===== config.mk =====
export PLATFORM = sky130hd
export DESIGN_NAME = bcd_seq_adder_flat
export DESIGN_NICKNAME = d
export VERILOG_FILES = /design/src/rtl/bcd_pkg.sv /design/src/rtl/bcd_seq_adder_if.sv /design/src/rtl/bcd_digit_add.sv /design/src/rtl/bcd_seq_adder.sv /design/src/flat_wrapper.sv
export SDC_FILE = /design/constraint.sdc
export NUM_CORES = 1
export LEC_CHECK = 0
export ABC_CLOCK_PERIOD_IN_PS = 3800
export BUFFER_PORTS_ARGS = -buffer_cell sky130_fd_sc_hd__buf_2
export CAP_MARGIN = 20
export CORE_ASPECT_RATIO = 0.6
export CORE_UTILIZATION = 29
export CTS_CLUSTER_SIZE = 30
export DETAILED_ROUTE_END_ITERATION = 8
export PLACE_DENSITY_LB_ADDON = 0.1
export SLEW_MARGIN = 20
export SYNTH_ARGS = -nofsm -noshare
export SYNTH_HDL_FRONTEND = slang
export SYNTH_SLANG_ARGS = --single-unit

===== constraint.sdc =====
create_clock -name clk -period 3.8 [get_ports clk]
set_clock_uncertainty 0.05 [all_clocks]
set_input_delay 0.19 -clock clk [delete_from_list [all_inputs] [get_ports clk]]
set_output_delay 0.19 -clock clk [all_outputs]
set_load 0.005 [all_outputs]

===== src/rtl/bcd_pkg.sv =====
// Shared definitions for the sequential BCD adder.
// Holds the control FSM state type, BCD digit constants and the
// nine's-complement helper used when an operand set is captured.
package bcd_pkg;

    localparam int DIGIT_W = 4;
    localparam logic [DIGIT_W-1:0] BCD_MAX  = 4'd9;
    localparam logic [DIGIT_W-1:0] BCD_CORR = 4'd6;

    typedef enum logic [1:0] {
        IDLE = 2'd0,
        RUN  = 2'd1,
        DONE = 2'd2
    } state_e;

    // Nine's complement of one digit; an illegal digit (>9) simply wraps
    // in 4 bits, and the adder keeps going with that value.
    function automatic logic [DIGIT_W-1:0] nines_comp(input logic [DIGIT_W-1:0] d);
        return BCD_MAX - d;
    endfunction

endpackage


===== src/rtl/bcd_seq_adder_if.sv =====
// Handshake/data bundle of the sequential BCD adder.
//   in_valid/in_ready   : operand-set handshake (a, b, cin, sub)
//   out_valid/out_ready : result handshake (sum, cout, err)
// master = producer/consumer side (bench), slave = the adder itself.
interface bcd_seq_adder_if #(
    parameter int DIGITS = 4
) ();
    localparam int W = DIGITS * 4;

    logic         in_valid;
    logic         in_ready;
    logic [W-1:0] a;
    logic [W-1:0] b;
    logic         cin;
    logic         sub;
    logic         out_valid;
    logic         out_ready;
    logic [W-1:0] sum;
    logic         cout;
    logic         err;

    modport master (
        output in_valid, a, b, cin, sub, out_ready,
        input  in_ready, out_valid, sum, cout, err
    );

    modport slave (
        input  in_valid, a, b, cin, sub, out_ready,
        output in_ready, out_valid, sum, cout, err
    );

endinterface


===== src/rtl/bcd_digit_add.sv =====
// One BCD digit adder with decimal correction (purely combinational).
//   a, b : 4-bit digits (b already complemented for subtraction)
//   cin  : carry from the previous digit
//   s    : corrected 4-bit digit result
//   cout : decimal carry to the next digit
module bcd_digit_add
    import bcd_pkg::*;
(
    input  logic [DIGIT_W-1:0] a,
    input  logic [DIGIT_W-1:0] b,
    input  logic               cin,
    output logic [DIGIT_W-1:0] s,
    output logic               cout
);

    logic [DIGIT_W:0] w_t;

    // Binary add, then add 6 whenever the raw sum leaves the decimal range.
    always_comb begin
        w_t = {1'b0, a} + {1'b0, b} + {{DIGIT_W{1'b0}}, cin};
        if (w_t > {1'b0, BCD_MAX}) begin
            s    = w_t[DIGIT_W-1:0] + BCD_CORR;
            cout = 1'b1;
        end else begin
            s    = w_t[DIGIT_W-1:0];
            cout = 1'b0;
        end
    end

endmodule


===== src/rtl/bcd_seq_adder.sv =====
// Sequential BCD adder/subtractor: one digit per clock, LSD first.
//   clk, rst_n : clock, asynchronous active-low reset
//   bus        : slave side of bcd_seq_adder_if (operand and result handshakes)
// Parameters: DIGITS (1..16) digits per operand; REG_OUT selects whether
// sum/cout/err come from dedicated output registers or the working registers.
module bcd_seq_adder
    import bcd_pkg::*;
#(
    parameter int DIGITS  = 4,
    parameter bit REG_OUT = 1'b1
) (
    input  logic            clk,
    input  logic            rst_n,
    bcd_seq_adder_if.slave  bus
);

    localparam int W     = DIGITS * DIGIT_W;
    localparam int IDX_W = (DIGITS > 1) ? $clog2(DIGITS) : 1;

    state_e             r_state;
    state_e             w_state_next;
    logic [W-1:0]       r_a;
    logic [W-1:0]       r_b;
    logic [W-1:0]       r_sum;
    logic               r_carry;
    logic               r_err;
    logic [IDX_W-1:0]   r_idx;

    logic [W-1:0]       w_b_comp;
    logic               w_in_err;
    logic [W-1:0]       w_sum_next;
    logic [DIGIT_W-1:0] w_a_dig;
    logic [DIGIT_W-1:0] w_b_dig;
    logic [DIGIT_W-1:0] w_s_dig;
    logic               w_c_dig;
    logic               w_last;
    logic               w_in_ready;
    logic               w_out_valid;

    assign w_last = (r_idx == IDX_W'(DIGITS - 1));

    bcd_digit_add u_digit (
        .a    (w_a_dig),
        .b    (w_b_dig),
        .cin  (r_carry),
        .s    (w_s_dig),
        .cout (w_c_dig)
    );

    // Control state register.
    always_ff @(posedge clk or negedge rst_n) begin
        if (!rst_n) begin
            r_state <= IDLE;
        end else begin
            r_state <= w_state_next;
        end
    end

    // Next-state and handshake decode.
    always_comb begin
        w_state_next = r_state;
        w_in_ready   = 1'b0;
        w_out_valid  = 1'b0;
        case (r_state)
            IDLE: begin
                w_in_ready = 1'b1;
                if (bus.in_valid) begin
                    w_state_next = RUN;
                end else begin
                    w_state_next = IDLE;
                end
            end
            RUN: begin
                if (w_last) begin
                    w_state_next = DONE;
                end else begin
                    w_state_next = RUN;
                end
            end
            DONE: begin
                w_out_valid = 1'b1;
                if (bus.out_ready) begin
                    w_state_next = IDLE;
                end else begin
                    w_state_next = DONE;
                end
            end
            default: begin
                w_state_next = IDLE;
            end
        endcase
    end

    assign bus.in_ready  = w_in_ready;
    assign bus.out_valid = w_out_valid;

    // Capture-side preprocessing: B complemented for subtraction, and the
    // illegal-digit flag taken from the raw operands.
    always_comb begin
        w_b_comp = bus.b;
        w_in_err = 1'b0;
        for (int i = 0; i < DIGITS; i++) begin
            w_b_comp[i*DIGIT_W +: DIGIT_W] = nines_comp(bus.b[i*DIGIT_W +: DIGIT_W]);
            w_in_err = w_in_err
                     | (bus.a[i*DIGIT_W +: DIGIT_W] > BCD_MAX)
                     | (bus.b[i*DIGIT_W +: DIGIT_W] > BCD_MAX);
        end
    end

    // Select the operand digits addressed by the running index.
    always_comb begin
        w_a_dig = 4'd0;
        w_b_dig = 4'd0;
        for (int i = 0; i < DIGITS; i++) begin
            w_a_dig = (r_idx == IDX_W'(i)) ? r_a[i*DIGIT_W +: DIGIT_W] : w_a_dig;
            w_b_dig = (r_idx == IDX_W'(i)) ? r_b[i*DIGIT_W +: DIGIT_W] : w_b_dig;
        end
    end

    // Merge the freshly computed digit into the working sum.
    always_comb begin
        w_sum_next = r_sum;
        for (int i = 0; i < DIGITS; i++) begin
            w_sum_next[i*DIGIT_W +: DIGIT_W] = (r_idx == IDX_W'(i)) ? w_s_dig
                                             : r_sum[i*DIGIT_W +: DIGIT_W];
        end
    end

    // Working registers: capture in IDLE, one digit per cycle in RUN.
    always_ff @(posedge clk or negedge rst_n) begin
        if (!rst_n) begin
            r_a     <= {W{1'b0}};
            r_b     <= {W{1'b0}};
            r_sum   <= {W{1'b0}};
            r_carry <= 1'b0;
            r_err   <= 1'b0;
            r_idx   <= {IDX_W{1'b0}};
        end else begin
            case (r_state)
                IDLE: begin
                    if (bus.in_valid) begin
                        r_a     <= bus.a;
                        r_b     <= bus.sub ? w_b_comp : bus.b;
                        r_carry <= bus.sub ? 1'b1 : bus.cin;
                        r_err   <= w_in_err;
                        r_sum   <= {W{1'b0}};
                        r_idx   <= {IDX_W{1'b0}};
                    end
                end
                RUN: begin
                    r_sum   <= w_sum_next;
                    r_carry <= w_c_dig;
                    // The index parks on the last digit; it only wraps on the way back to IDLE.
                    if (!w_last) begin
                        r_idx <= r_idx + IDX_W'(1);
                    end
                end
                DONE: begin
                    if (bus.out_ready) begin
                        r_idx <= {IDX_W{1'b0}};
                    end
                end
                default: begin
                    r_idx <= {IDX_W{1'b0}};
                end
            endcase
        end
    end

    generate
        if (REG_OUT) begin : g_reg_out
            logic [W-1:0] r_o_sum;
            logic         r_o_cout;
            logic         r_o_err;

            // Result registers load together with the final digit, so they are
            // already stable on the first cycle out_valid is high.
            always_ff @(posedge clk or negedge rst_n) begin
                if (!rst_n) begin
                    r_o_sum  <= {W{1'b0}};
                    r_o_cout <= 1'b0;
                    r_o_err  <= 1'b0;
                end else if ((r_state == RUN) && w_last) begin
                    r_o_sum  <= w_sum_next;
                    r_o_cout <= w_c_dig;
                    r_o_err  <= r_err;
                end
            end

            assign bus.sum  = r_o_sum;
            assign bus.cout = r_o_cout;
            assign bus.err  = r_o_err;
        end else begin : g_direct_out
            assign bus.sum  = r_sum;
            assign bus.cout = r_carry;
            assign bus.err  = r_err;
        end
    endgenerate

endmodule


===== src/flat_wrapper.sv =====
// flat-port wrapper written by rule: the top's interface ports become plain ports
module bcd_seq_adder_flat import bcd_pkg::*;
#(
    parameter int DIGITS  = 4,
    parameter bit REG_OUT = 1'b1
)
  (clk, rst_n, bus_in_valid, bus_a, bus_b, bus_cin, bus_sub, bus_out_ready, bus_in_ready, bus_out_valid, bus_sum, bus_cout, bus_err);
  bcd_seq_adder_if #(.DIGITS(DIGITS)) bus_i ();
  input  logic clk;
  input  logic rst_n;
  input wire logic [$bits(bus_i.in_valid)-1:0] bus_in_valid;
  input wire logic [$bits(bus_i.a)-1:0] bus_a;
  input wire logic [$bits(bus_i.b)-1:0] bus_b;
  input wire logic [$bits(bus_i.cin)-1:0] bus_cin;
  input wire logic [$bits(bus_i.sub)-1:0] bus_sub;
  input wire logic [$bits(bus_i.out_ready)-1:0] bus_out_ready;
  output wire logic [$bits(bus_i.in_ready)-1:0] bus_in_ready;
  output wire logic [$bits(bus_i.out_valid)-1:0] bus_out_valid;
  output wire logic [$bits(bus_i.sum)-1:0] bus_sum;
  output wire logic [$bits(bus_i.cout)-1:0] bus_cout;
  output wire logic [$bits(bus_i.err)-1:0] bus_err;
  assign bus_i.in_valid = bus_in_valid;
  assign bus_i.a = bus_a;
  assign bus_i.b = bus_b;
  assign bus_i.cin = bus_cin;
  assign bus_i.sub = bus_sub;
  assign bus_i.out_ready = bus_out_ready;
  assign bus_in_ready = bus_i.in_ready;
  assign bus_out_valid = bus_i.out_valid;
  assign bus_sum = bus_i.sum;
  assign bus_cout = bus_i.cout;
  assign bus_err = bus_i.err;
  bcd_seq_adder #(.DIGITS(DIGITS), .REG_OUT(REG_OUT)) u_core (.clk(clk), .rst_n(rst_n), .bus(bus_i));
endmodule

==> impl_metrics.yaml, run 1 <==
setup_path:
  cp-start-kind: "register"
  crit_type: "register to register"
  reg2reg_slack_ps: 90
  cp_max_fo: 7
  crit_arrival_ps: 3910
  cp-end-kind: "register"
  worstPathRequired_ps: 4000
floorplanning:
  die_area_um2: 12300
  rows: 30
  io_pins: 58
  die_w_um: 143
  initial_core_util_pct: 30.1
  die_y_um: 86.4
  core_um2: 11400
sta:
  setup_viol: 0
  relSlewSlack_pct: 31.8
  grt_setup_unrepaired: "true"
  hold_violations: 3
  period_needed_ps: 3710
  tns_ps: 0
  fin_worst_hold_slack_ps: -7.35
  worst_pin_slew_ps: 1010
  fmax_ghz: 0.269
  fin_crit_sh_pct: 97.7
  final-max-slew-violation-count: 0
routing:
  ant_nets: 0
  drc_errors: 0
  drt_wl_total_um: 9550
  wl_per_cell_um: 15.4
  num_vias: 2866
  drt_iter0_drc: 134
  avgViaCountPerCell: 4.63
  first_pass_iters: 5
hold_path:
  worst_hold_path_type: "primary input to async pin"
clock_tree:
  clock_sinks: 68
  cts_tree: "built"
  clock_path_buffers: 2
  root_buffer: "clkbuf_16"
  cts_buffers: 9
  clk_latency_ps: 330
  clk_pin_slew_ps: 50
  htree_levels: 3
logic_synthesis:
  yosysSeqAreaShare_pct: 49.5
  synth_top_area_share_pct: 49.5
  synth_largest_area_cell: "dfrtp_1"
  yosysWarnings: 0
  ys_seq_elements: 68
  yosys-top-cells-area: "dfrtp_1 49%, nand2_1 11%, o21ai_0 7.1%"
  syn_nets: 429
  synthCells: 377
  syn_area_um2: 3440
  syn_avg_cell_area_um2: 9.12
  synth_cell_types: 39
grt:
  busiest_layer: "met1"
  grt-ovfl-total: 0
  use_met3_pct: 4.20
  gr-usage-met2_pct: 21.6
  met1_usage_pct: 25.1
  grt_max_degree: 69
  grt_pass1_wl_um: 14800
  grt_use_total_pct: 16.1
  antenna_found_initial: 0
  grt_pass1_vias: 2740
place:
  dp.final_hpwl_um: 6860
  portBuffers: 57
  dp_cells: 596
  gp_congestion: 0.776
finish:
  syn2layout_area_growth_pct: 32.1
  fin_cells: 619
  nets: 507
  diodes: 0
  layout-drive-gt1-share_pct: 29.2
run:
  drv_cap: 0
run_status:
  status: "finished, violations left"
  failed_checks: "negative hold slack"
==> synth_stat cells, drive strengths merged <==
master and number:
nand2 97, dfrtp 68, o21ai 53, clkbuf 17, a21oi 16, inv 15
nor2 14, ha 12, a22oi 7, mux2i 7, xnor2 7, buf 6
nor3b 6, o2bb2ai 6, a22o 5, nor3 5, nor2b 4, xor2 4
a311oi 3, a32o 3, nand2b 3, a221oi 2, and2 2, fa 2
mux2 2, nand4 2, a2111oi 1, a21boi 1, a21o 1, and3b 1
nand3b 1, o221ai 1, o22ai 1, o31a 1, o32ai 1
==> area by class of cell <==
| cell class | instances | area (µm²) |
|---|---|---|
| clock buffers | 14 | 284 |
| multi-input cells | 271 | 1750 |
| fillers | 1164 | 6870 |
| repair buffers | 90 | 547 |
| clock inverters | 1 | 5.00 |
| well taps | 160 | 200 |
| flip-flops and latches | 68 | 1700 |
| inverters | 15 | 56.3 |
==> through the flow <==
step	cell area [µm²]	setup WS [ps]	utilization (%)
3_5_place_dp	4020	14.6	35.3
5_1_grt	4540	-73.8	39.8
6_report	4540	86.4	39.8
4_1_cts	4340	15.4	38.1
3_3_place_gp	4020	124	35.3
2_1_floorplan	3440	87.5	-
==> worst max-delay path, stage by stage (launching register included) <==
cell	delay (ps)
dfrtp_1	400
buf_6	140
ha_4	170
buf_6	130
buf_4	130
a22oi_1	190
nor2_1	70
a21oi_1	120
o21ai_0	120
buf_4	190
fa_2	530
inv_2	50
ha_4	150
a22o_1	260
o31a_4	380
mux2_4	390
o2bb2ai_2	150
==> cell families (layout without fill, tap and decap cells) <==
| kind of cell | after synthesis | after routing | share of synthesized area, % |
|---|---|---|---|
| and+or+nand+nor | 135 | 135 | 16.6 |
| AOI/OAI and AO/OA | 102 | 102 | 18.6 |
| DFF | 68 | 68 | 49.5 |
| buffers and inverters | 38 | 120 | 4.22 |
| adders and majority gates | 14 | 14 | 5.53 |
| xor gates and xnor gates | 11 | 11 | 2.80 |
| muxes | 9 | 9 | 2.80 |
==> layout by cell type (no fill, tap or decap), types with 3 or more instances in the layout <==
master / n
clkbuf_8: 4
buf_2: 58
a22o_1: 5
o2bb2ai_1: 3
nor3b_1: 6
buf_4: 27
nor3_1: 3
ha_1: 8
o21ai_0: 49
buf_6: 3
inv_1: 11
a32o_1: 3
nor2_1: 14
mux2i_1: 7
nor2b_1: 3
nand2_1: 97
inv_2: 4
dfrtp_1: 68
xnor2_1: 5
o21ai_2: 3
clkbuf_16: 9
a22oi_1: 7
xor2_1: 4
a21oi_1: 14
==> layer usage <==
layer | up-vias | wire length, µm
met5 | - | 0
met4 | 0 | 76
met3 | 7 | 348
met2 | 59 | 3800
met1 | 1353 | 5330
li1 | 1447 | -
==> final timing paths <==
check                                      to  cells after the start          startpoint
min                         u_core.bus.sum[0]                      2               rst_n
max in group asynchronous    u_core.r_sum[11]                      2               rst_n
max reg2reg                  u_core.r_sum[10]                     16     u_core.r_idx[0]
min reg2reg                u_core.bus.sum[12]                      2  u_core.bus.sum[12]
max                          u_core.r_sum[10]                     16     u_core.r_idx[0]
min in group clk                u_core.r_a[8]                      3            bus_a[8]
==> registers in the layout (all words and copies together) (netlist names) <==
register and flops:
u_core.r_err 1, u_core.r_sum 12, u_core.r_a 16, u_core.r_carry 1, u_core.bus.err 1, u_core.bus.sum 16, u_core.r_state 2, u_core.r_b 16
u_core.bus.cout 1, u_core.r_idx 2
==> repair_timing <==
item | in CTS | in global routing
resized for setup | 2 | 35
endpoints found under the setup margin | 5 | 22
pin swaps | 0 | 10
setup buffers | 0 | 5
endpoints found under the hold margin | 2 | 0
hold buffers | 2 | 0
cloned | 0 | 1
Power of run 1 is not shown: default switching activity piles up to over one toggle a cycle in this logic, so the estimate is an artifact.
==> run 2: changes to the inputs <==
--- a/config.mk
+++ b/config.mk
@@ -13,6 +13,7 @@
 export CTS_CLUSTER_SIZE = 30
 export DETAILED_ROUTE_END_ITERATION = 8
 export PLACE_DENSITY_LB_ADDON = 0.1
+export RECOVER_POWER = 50
 export SLEW_MARGIN = 20
 export SYNTH_ARGS = -nofsm -noshare
 export SYNTH_HDL_FRONTEND = slang
==> run 2 against run 1 <==
The flow finishes with violations (max-capacitance violations, max-slew violations). Die area stayed put. Hold slack improved by 19 ps. Maximum frequency is essentially flat. Non-clock buffer count is the same. Critical path type unchanged. Critical endpoint unchanged. Largest cell class unchanged. Highest routed layer unchanged.
==> impl_metrics.yaml, run 2 (synthesized netlist as in run 1, its figures left out) <==
run_status:
  status: "finished, violations left"
  failed_checks: "max-capacitance violations, max-slew violations"
finish:
  syn2layout_area_growth_pct: 31.9
  final_cell_mix: "97 x nand2_1, 68 x dfrtp_1, 55 x buf_2"
  diodes: 0
  layout-drive-gt1-share_pct: 28.5
  nets: 507
  final_common_cell: "nand2_1"
floorplanning:
  die_y_um: 86.4
  die_area_um2: 12300
  core_um2: 11400
  die_w_um: 143
  io_pins: 58
  initial_core_util_pct: 30.1
  rows: 30
sta:
  fmax_ghz: 0.269
  period_needed_ps: 3710
  fin_crit_sh_pct: 97.7
  hold_violations: 0
  fin_worst_hold_slack_ps: 11.7
  grt_setup_unrepaired: "true"
  setup_viol: 0
  worst_pin_slew_ps: 1720
  relSlewSlack_pct: -14.5
  final-max-slew-violation-count: 69
clock_tree:
  cts_tree: "built"
  cts_buffers: 9
  clk_latency_ps: 330
  clock_sinks: 68
  htree_levels: 3
  clock_path_buffers: 2
  clk_pin_slew_ps: 50
  root_buffer: "clkbuf_16"
setup_path:
  worstPathRequired_ps: 4000
  crit_arrival_ps: 3910
  cp-start-kind: "register"
  cp_max_fo: 7
  cp-end-kind: "register"
  crit_type: "register to register"
routing:
  first_pass_iters: 5
  drt_iter0_drc: 134
  drt_wl_total_um: 9550
  num_vias: 2869
  wl_per_cell_um: 15.4
  drc_errors: 0
  ant_nets: 0
  avgViaCountPerCell: 4.63
grt:
  grt-ovfl-total: 0
  grt_pass1_wl_um: 14800
  grt_pass1_vias: 2740
  grt_max_degree: 69
  grt_use_total_pct: 16.1
  antenna_found_initial: 0
hold_path:
  worst_hold_path_type: "primary input to register"
place:
  portBuffers: 57
  dp.final_hpwl_um: 6860
  gp_congestion: 0.776
run:
  drv_cap: 1
run 2: cell types whose count changed in the layout (fill, tap and decap cells not counted), sizes merged:
cell,delta
clkbuf,+4
buf,-4
run 2: area by class of cell:
type / count / area [µm²]
multi-input combinational: 271 / 1750
sequential: 68 / 1700
inverter: 15 / 56.3
timing repair buffer: 90 / 541
fill: 1168 / 6870
tap: 160 / 200
clock buffer: 14 / 284
clock inverter: 1 / 5.00
run 2: critical path, cell delays in order (launching register included):
cell and delay [ps]:
dfrtp_1 400, buf_6 140, ha_4 170, buf_6 130, buf_4 130, a22oi_1 190, nor2_1 70, a21oi_1 120
o21ai_0 120, buf_4 190, fa_2 530, inv_2 50, ha_4 150, a22o_1 260, o31a_4 380, mux2_4 390
o2bb2ai_2 150
run 2: final timing paths:
check	start	end	slack, ps	cells past startpoint
max in group asynchronous	rst_n	u_core.r_sum[11]	2320	2
worst max-delay path	u_core.r_idx[0]	u_core.r_sum[10]	90	16
min in group asynchronous	rst_n	u_core.bus.sum[0]	320	2
worst min register to register	u_core.bus.sum[12]	u_core.bus.sum[12]	420	2
worst min-delay path	bus_a[8]	u_core.r_a[8]	10	3
worst max register to register	u_core.r_idx[0]	u_core.r_sum[10]	90	16
run 2: what timing repair did:
item / CTS / global route
gates resized for setup: 2 / 35
setup buffers: 0 / 5
endpoints found under the setup margin: 5 / 22
endpoints found under the hold margin: 2 / 0
hold buffers: 2 / 0
pin swaps: 0 / 10
cloned: 0 / 1
run 2: per-layer routing:
layer	wire length, µm	GRT usage [%]
met1	5320	25.1
met5	0	0
met3	355	4.20
met2	3800	21.6
met4	76	3.81
run 2: through the flow:
stage	cell area, µm²	util, %	TNS (ps)	setup WS [ps]	std cells
floorplan	3440	-	0	87.5	377
global placement	4020	35.3	0	124	596
detailed placement	4020	35.3	0	14.6	596
CTS	4340	38.1	0	15.4	613
global route	4540	39.8	-458	-73.8	619
finish	4540	39.8	0	86.4	619
Power of run 2 is left out for the same reason.
